===== src/rtl/frv_core_mem_arbiter.sv =====
// frv_core_mem_arbiter
// Shares one 32-bit memory port between instruction fetch (i_*) and data
// access (d_*). Data has priority. Grants are held for a whole transaction.
// Optional fetch anti-starvation is enabled by defining FRV_MEM_ARB_FAIR_EN.
module frv_core_mem_arbiter #(
    parameter int unsigned ARB_STARVE_LIMIT = 4,
    parameter int unsigned ARB_CNT_W        = 3
) (
    input  logic        g_clk,
    input  logic        g_resetn,

    input  logic        i_cen,
    input  logic        i_wen,
    input  logic [3:0]  i_strb,
    input  logic [31:0] i_addr,
    input  logic [31:0] i_wdata,
    output logic        i_stall,
    output logic        i_error,
    output logic [31:0] i_rdata,

    input  logic        d_cen,
    input  logic        d_wen,
    input  logic [3:0]  d_strb,
    input  logic [31:0] d_addr,
    input  logic [31:0] d_wdata,
    output logic        d_stall,
    output logic        d_error,
    output logic [31:0] d_rdata,

    output logic        m_cen,
    output logic        m_wen,
    output logic [3:0]  m_strb,
    output logic [31:0] m_addr,
    output logic [31:0] m_wdata,
    input  logic        m_stall,
    input  logic        m_error,
    input  logic [31:0] m_rdata
);

    typedef enum logic [1:0] {
        ARB_IDLE,
        ARB_GNT_I,
        ARB_GNT_D
    } arb_state_t;

    arb_state_t state;
    arb_state_t state_nxt;

    logic gnt_i;
    logic gnt_d;
    logic m_done;
    logic arb_en;
    logic force_i;

    assign gnt_i  = (state == ARB_GNT_I);
    assign gnt_d  = (state == ARB_GNT_D);
    assign m_done = m_cen && !m_stall;

    // Re-arbitrate when idle, when the current transaction completes, or
    // when the granted requester abandons its request.
    assign arb_en = (state == ARB_IDLE) || m_done ||
                    (gnt_i && !i_cen) || (gnt_d && !d_cen);

    // Memory-side mux: all m_* outputs follow the granted requester.
    always_comb begin
        m_cen   = 1'b0;
        m_wen   = 1'b0;
        m_strb  = '0;
        m_addr  = '0;
        m_wdata = '0;
        case (state)
            ARB_GNT_I: begin
                m_cen   = i_cen;
                m_wen   = i_wen;
                m_strb  = i_strb;
                m_addr  = i_addr;
                m_wdata = i_wdata;
            end
            ARB_GNT_D: begin
                m_cen   = d_cen;
                m_wen   = d_wen;
                m_strb  = d_strb;
                m_addr  = d_addr;
                m_wdata = d_wdata;
            end
            default: ;
        endcase
    end

    assign i_stall = !gnt_i || m_stall;
    assign d_stall = !gnt_d || m_stall;
    assign i_error = gnt_i && m_done && m_error;
    assign d_error = gnt_d && m_done && m_error;
    assign i_rdata = m_rdata;
    assign d_rdata = m_rdata;

    // Next-state: forced fetch grant, else data, else fetch, else idle.
    always_comb begin
        state_nxt = state;
        if (arb_en) begin
            if (force_i)    state_nxt = ARB_GNT_I;
            else if (d_cen) state_nxt = ARB_GNT_D;
            else if (i_cen) state_nxt = ARB_GNT_I;
            else            state_nxt = ARB_IDLE;
        end
    end

    // Grant state register.
    always_ff @(posedge g_clk or negedge g_resetn) begin
        if (!g_resetn) state <= ARB_IDLE;
        else           state <= state_nxt;
    end

`ifdef FRV_MEM_ARB_FAIR_EN
    logic [ARB_CNT_W-1:0] starve_cnt;
    logic                 d_done_iw;

    assign d_done_iw = gnt_d && m_done && i_cen;

    // The completion that brings the count to the limit already hands the
    // next grant to fetch, so exactly LIMIT data transfers pass it by.
    assign force_i = i_cen &&
                     ((starve_cnt == ARB_CNT_W'(ARB_STARVE_LIMIT)) ||
                      (d_done_iw && (starve_cnt == ARB_CNT_W'(ARB_STARVE_LIMIT - 1))));

    // Count data completions that overtook a waiting fetch.
    always_ff @(posedge g_clk or negedge g_resetn) begin
        if (!g_resetn) begin
            starve_cnt <= '0;
        end else if (!i_cen || gnt_i || (state_nxt == ARB_GNT_I)) begin
            starve_cnt <= '0;
        end else if (d_done_iw && (starve_cnt != ARB_CNT_W'(ARB_STARVE_LIMIT))) begin
            starve_cnt <= starve_cnt + 1'b1;
        end
    end
`else
    logic [ARB_CNT_W-1:0] unused_fair_cfg;

    assign force_i         = 1'b0;
    assign unused_fair_cfg = ARB_CNT_W'(ARB_STARVE_LIMIT);
`endif

endmodule

===== config.mk =====
export PLATFORM = sky130hd
export DESIGN_NAME = frv_core_mem_arbiter
export DESIGN_NICKNAME = d
export VERILOG_FILES = /design/src/rtl/frv_core_mem_arbiter.sv
export SDC_FILE = /design/constraint.sdc
export NUM_CORES = 1
export LEC_CHECK = 0
export BUFFER_PORTS_ARGS = -buffer_cell sky130_fd_sc_hd__buf_4
export CAP_MARGIN = 30
export CORE_AREA = 8 8 116 118
export DETAILED_ROUTE_END_ITERATION = 16
export DIE_AREA = 0 0 124 126
export MAX_ROUTING_LAYER = met4
export PLACE_DENSITY = 0.64
export SETUP_SLACK_MARGIN = 0.02
export SYNTH_ARGS = -nofsm -noshare
export SYNTH_HDL_FRONTEND = slang
export SYNTH_SLANG_ARGS = --single-unit

===== constraint.sdc =====
create_clock -name g_clk -period 1.42 [get_ports g_clk]
set_input_delay 0.071 -clock g_clk [delete_from_list [all_inputs] [get_ports g_clk]]
set_output_delay 0.071 -clock g_clk [all_outputs]
set_load 0.005 [all_outputs]

==> out/qor.yml, run 1 <==
run_status: "finished, violations left"
violations: "negative setup slack"
rsz0062_at_grt: "true"
synth_edf_count: 0
startpoint: "state[1]"
max_freq_mhz: 614
io_pins: 314
relSlewSlack: 0.818
cts_buffers: 3
synthCells: 247
dp_hpwl_um: 7530
drtAntennaViolNets: 0
cts_htree_levels: 1
min_from: "m_rdata[26]"
synth_cell_types: 18
first_global_vias: 2498
gp_congestion: 0.728
synth_top_area_share: 0.296
grt_max_degree: 43
slew_violations: 0
ys_warn_count: 0
diodes: 0
die_h_um: 126
worstSetupStartpointType: "flip-flop"
fin_worst_skew_ns: 0.000791
syn-num-nets: 426
worst_setup_path_end_kind: "output port"
setup_viol: 75
wl_per_cell_um: 16.8
place_ws_ns: -0.0553
drc: 0
vias: 2298
synth-seq-cells: 2
clock-root-buffer: "clkbuf_16"
finalCriticalPeriod_ns: 1.63
cap_violations: 0
first_pass_iters: 4
drt_iter0_markers: 109
avgSynthCellArea_um2: 7.09
syn-cell-area_um2: 1750
rows: 40
area_delta_synth_final_pct: 89.6
synth-main-ff-cell: "dfrtp_1"
crit_type: "reg -> out"
yosysSeqAreaShare: 0.0286
largest_registers: "state x2"
dieArea_um2: 15600
crit-reg2reg-launch: "state[1]"
leakage_nw: 1.40
critical_path_arrival_ns: 1.56
overflow: 0
hp-class: "in -> out"
setup_ws_ns: -0.209
synth_common_cells: "a22oi_1, nor2b_1, buf_4, buf_2"
grt.total_usage: 0.106
hold_viol: 0
antenna_found_initial: 0
placed_area_um2: 3090
clk_latency_ns: 0.22
largest_reg_flops: 2
design.core.area_um2: 11700
path_max_fanout: 6
vias_per_cell: 4.26
finalWirelength_um: 9090
required_ns: 1.35
cts_tree: "done"
clk_pin_slew_ns: 0.03
async_flop_share: 1.00
cts_buffer_depth: 2
yosys.area.top_type: "a22oi_1"
tightest_slew_ns: 0.272
fin_area_um2: 3320
whs_ns: 0.142
drive_gt1_frac: 0.628
irDropWorstVdd_mv: 0.231
period_share: 1.15
grt_pass1_wl_um: 12900
power_density_nw_per_um2: 242
final_nets: 574
synth_area_leaders: "a22oi_1, buf_4, nor2b_1"
port_buffers: 217
regMostFlops: "state"
numClockSinks: 2
initial_core_util: 0.150
die_w_um: 124
==> metrics by stage <==
step,util,total power [mW],cells,setup TNS [ns]
final,0.284,0.805,540,-11.96
after global placement,0.264,0.370,532,-0.0118
after floorplan,-,0.208,247,0
after global routing,0.284,0.840,540,-18.38
after detailed placement,0.264,0.375,532,-0.372
after CTS,0.281,0.818,540,-12.67
==> logic make-up after synthesis <==
kind of cell | synth area share
buffers and inverters | 0.351
flip-flops | 0.0286
AND/OR/NAND/NOR | 0.269
adder cells (fa/ha/maj) | 0.0214
multiplexers | 0.0114
AO/OA/AOI/OAI | 0.319
==> path summary, 6_finish.rpt <==
| kind | endpoint | slack, ns | cells past startpoint |
|---|---|---|---|
| setup / recovery | i_error | -0.21 | 7 |
| hold / removal | d_rdata[26] | 0.14 | 0 |
| setup reg to reg | state[0] | -0.14 | 7 |
| hold reg to reg | state[0] | 0.68 | 2 |
| max in group asynchronous | state[0] | 1.10 | 2 |
| min in group asynchronous | state[1] | 0.23 | 2 |
==> power by group <==
part / total [mW] / switching, mW / internal [mW] / leakage (nW)
clock network: 0.426 / 0.0676 / 0.359 / 0.0370
logic: 0.321 / 0.0733 / 0.248 / 1.35
registers: 0.0574 / 0 / 0.0574 / 0.0175
==> layout by cell type, fill, tap and decap left out <==
cell type	instances
nand2_1	1
a221oi_2	1
dlygate4sd3_1	1
buf_16	1
ha_4	3
o21ai_4	1
a22o_4	1
nand2_4	1
inv_1	2
inv_2	2
dfrtp_1	2
nor2_4	1
inv_4	1
buf_6	5
nor2b_1	69
mux2i_1	2
nand2b_1	2
buf_12	4
buf_8	1
a22oi_2	2
a22oi_1	67
buf_4	218
and3_4	2
clkbuf_16	3
==> layout make-up <==
cell class / instances / area [um^2]
fill: 1245 / 8390
timing repair buffer: 230 / 1830
multi-input combinational: 153 / 1160
tap: 147 / 184
clock buffer: 3 / 75.1
sequential: 2 / 50.0
inverter: 5 / 21.3
==> critical path, stage by stage (launching register included) <==
cell     delay (ns)
dfrtp_1        0.38
inv_2          0.12
ha_4           0.25
a22o_4         0.17
nand2_4        0.05
nor2_4         0.08
and3_4         0.19
buf_6          0.09
==> repair_timing <==
| item | in CTS | in global routing |
|---|---|---|
| hold endpoints to repair | 2 | 0 |
| endpoints found under the setup margin | 76 | 76 |
| gates resized for setup | 15 | 8 |
| gates cloned | 1 | 0 |
| hold buffers | 1 | 0 |
| pin swaps | 4 | 1 |
| buffers inserted | 3 | 0 |
==> metal layers <==
| layer | track usage | wire (um) | vias to the layer above |
|---|---|---|---|
| li1 | - | - | 1093 |
| met1 | 0.0976 | 2920 | 1029 |
| met2 | 0.196 | 4780 | 132 |
| met3 | 0.0340 | 1070 | 44 |
| met4 | 0.0455 | 329 | 0 |
| met5 | - | 0 | - |
Power figures use the tool's default switching activity.
==> inputs of run 2 (changes only) <==
PLACE_DENSITY = 0.53   (was 0.64)
REMOVE_ABC_BUFFERS = 1   (was default)
==> run 2 against run 1 <==
Die area is the same. Wire length grew 40%. Count of clock-buffer cells in the layout is the same. The run still ends with negative setup slack left. Critical path type unchanged. Clock skew grew 0.0016 ns. Clock power grew 1%.
==> out/qor.yml, run 2 (synthesized netlist as in run 1, its figures left out) <==
run_status: "finished, violations left"
violations: "negative setup slack"
die_h_um: 126  # unchanged
power_density_nw_per_um2: 215  # -11%
placed_area_um2: 3150  # +1.9%
largest_reg_flops: 2  # unchanged
layout_commonest_cell: "buf_4"
vias: 2452  # +6.7%
netSwitchingFraction: 0.184  # +0.00922
cap_violations: 0  # unchanged
finalWirelength_um: 12800  # +40%
design.core.area_um2: 11700  # unchanged
drive_gt1_frac: 0.712  # +0.0837
path_cells: "inv_2 -> ha_4 -> buf_12 -> clkbuf_16 -> a22oi_2 -> nor2b_1 -> buf_4"
rsz0062_at_grt: "true"
postLayoutCoreUtil: 0.324  # +0.0404
max_freq_mhz: 598  # -2.6%
hold_viol: 0  # unchanged
cts_tree: "done"
gp_congestion: 0.752  # +3.3%
wl_per_cell_um: 22.9  # +36%
total_power_uw: 814  # +1.2%
cts_buffers: 3  # unchanged
area_delta_synth_final_pct: 117
grt_max_degree: 40  # -7.0%
cts_htree_levels: 1  # unchanged
crit_type: "reg -> out"
place_ws_ns: -0.0571  # -0.00177 ns
first_pass_iters: 4  # unchanged
drc: 0  # unchanged
internal-power_uw: 664  # about the same
largest_registers: "state x2"
numClockSinks: 2  # unchanged
worstSetupStartpointType: "flip-flop"
fin_worst_skew_ns: 0.00239  # +0.00160 ns
final-seq-area_um2: 50.0  # unchanged
cpLargestDelayFamily: "buffers and inverters"
max_stage_delay_ns: 0.37  # about the same
irDropWorstVdd_mv: 0.512  # +120%
first_global_vias: 2641  # +5.7%
clock-root-buffer: "clkbuf_16"
dp_hpwl_um: 9710  # +29%
clk_latency_ns: 0.22  # about the same
final_cell_mix: "buf_4, a22oi_1, nor2b_1, a22oi_2, nor2b_4"
setup_ws_ns: -0.252  # -0.0428 ns
multi_input_comb_area_um2: 1330  # +14%
grt_pass1_wl_um: 16300  # +27%
switching_power_uw: 150  # +6.5%
regMostFlops: "state"
clk_pin_slew_ns: 0.03  # about the same
whs_ns: 0.134  # -0.00783 ns
finalCriticalPeriod_ns: 1.67  # +0.0428 ns
critical_path_arrival_ns: 1.60  # +0.04 ns
hp-class: "in -> reg"
required_ns: 1.35  # about the same
period_share: 1.18  # +0.0301
grt.total_usage: 0.141  # +0.0344
cts_buffer_depth: 2  # unchanged
overflow: 0  # unchanged
clkPwrFrac: 0.530  # about the same
final_nets: 591  # +3.0%
worst_setup_path_end_kind: "output port"
path_max_fanout: 7  # +1
drt_iter0_markers: 84  # -23%
initial_core_util: 0.150  # unchanged
critPathSlowestCell: "dfrtp_1"
cp_num_buf_inv: 4  # +2
diodes: 0  # unchanged
die_w_um: 124  # unchanged
tightest_slew_ns: 0.317  # +0.0448 ns
drtAntennaViolNets: 0  # unchanged
io_pins: 314  # unchanged
fin_area_um2: 3790  # +14%
combPwrFrac: 0.399  # about the same
dieArea_um2: 15600  # unchanged
vias_per_cell: 4.40  # +3.4%
rows: 40  # unchanged
slew_violations: 0  # unchanged
antenna_found_initial: 0  # unchanged
fillCellCount: 1249  # +0.32%
seqPwrFrac: 0.071  # about the same
port_buffers: 217  # unchanged
setup_viol: 76  # +1.3%
relSlewSlack: 0.788  # -0.0299
leakage_nw: 1.57  # +12%
==> run 2: cell types whose count changed in the layout (fill, tap and decap cells not counted), sizes merged <==
cell / before / now
clkbuf: 3 / 9
dlymetal6s2s: 0 / 1
buf: 229 / 239
==> run 2: final timing paths <==
check	to	cells after the start	slack (ns)	startpoint
max reg2reg	state[1]	6	-0.11	state[1]
max	m_addr[28]	7	-0.25	state[1]
min	state[0]	3	0.13	i_cen
max in group asynchronous	state[1]	2	1.15	g_resetn
min in group asynchronous	state[0]	2	0.18	g_resetn
min reg2reg	state[1]	2	0.61	state[1]
==> run 2: worst min-delay path, cell delays in order <==
cell	delay, ns
buf_4	0.13
nand2_1	0.05
mux2i_1	0.06
==> run 2: power by group through the flow <==
stage | registers (mW) | logic, mW | clock network (mW)
final | 0.0574 | 0.325 | 0.432
after detailed placement | 0.0580 | 0.315 | 0
after global routing | 0.0574 | 0.345 | 0.444
after floorplan | 0.0580 | 0.00383 | 0
after global placement | 0.0580 | 0.310 | 0
after CTS | 0.0574 | 0.323 | 0.441
==> run 2: per-layer routing <==
layer,GRT usage,up-vias,part of all wire
li1,-,1128,-
met5,-,-,0
met4,0.0196,0,0.0056
met1,0.146,1119,0.35
met2,0.213,197,0.47
met3,0.109,8,0.17
==> run 2: metrics by stage <==
stage | std cells | setup TNS (ns)
after global placement | 535 | -0.0179
after CTS | 545 | -13.91
after detailed placement | 535 | -0.889
final | 557 | -15.04
after floorplan | 160 | -65.64
after global routing | 557 | -20.58
==> run 2: timing repair <==
item                       4_1_cts  5_1_grt
buffers inserted                 4        5
resized for setup               23       35
hold endpoints to repair         2        0
cloned                           2        9
setup endpoints to repair       76       76
pin swaps                        3        2
hold buffers                     1        0
==> run 2: final cells by class <==
type,instances,area share
Tap cell,147,0.0485
Clock buffer,3,0.0198
Sequential cell,2,0.0132
Multi-Input combinational cell,153,0.349
Inverter,5,0.00495
Timing Repair Buffer,247,0.564
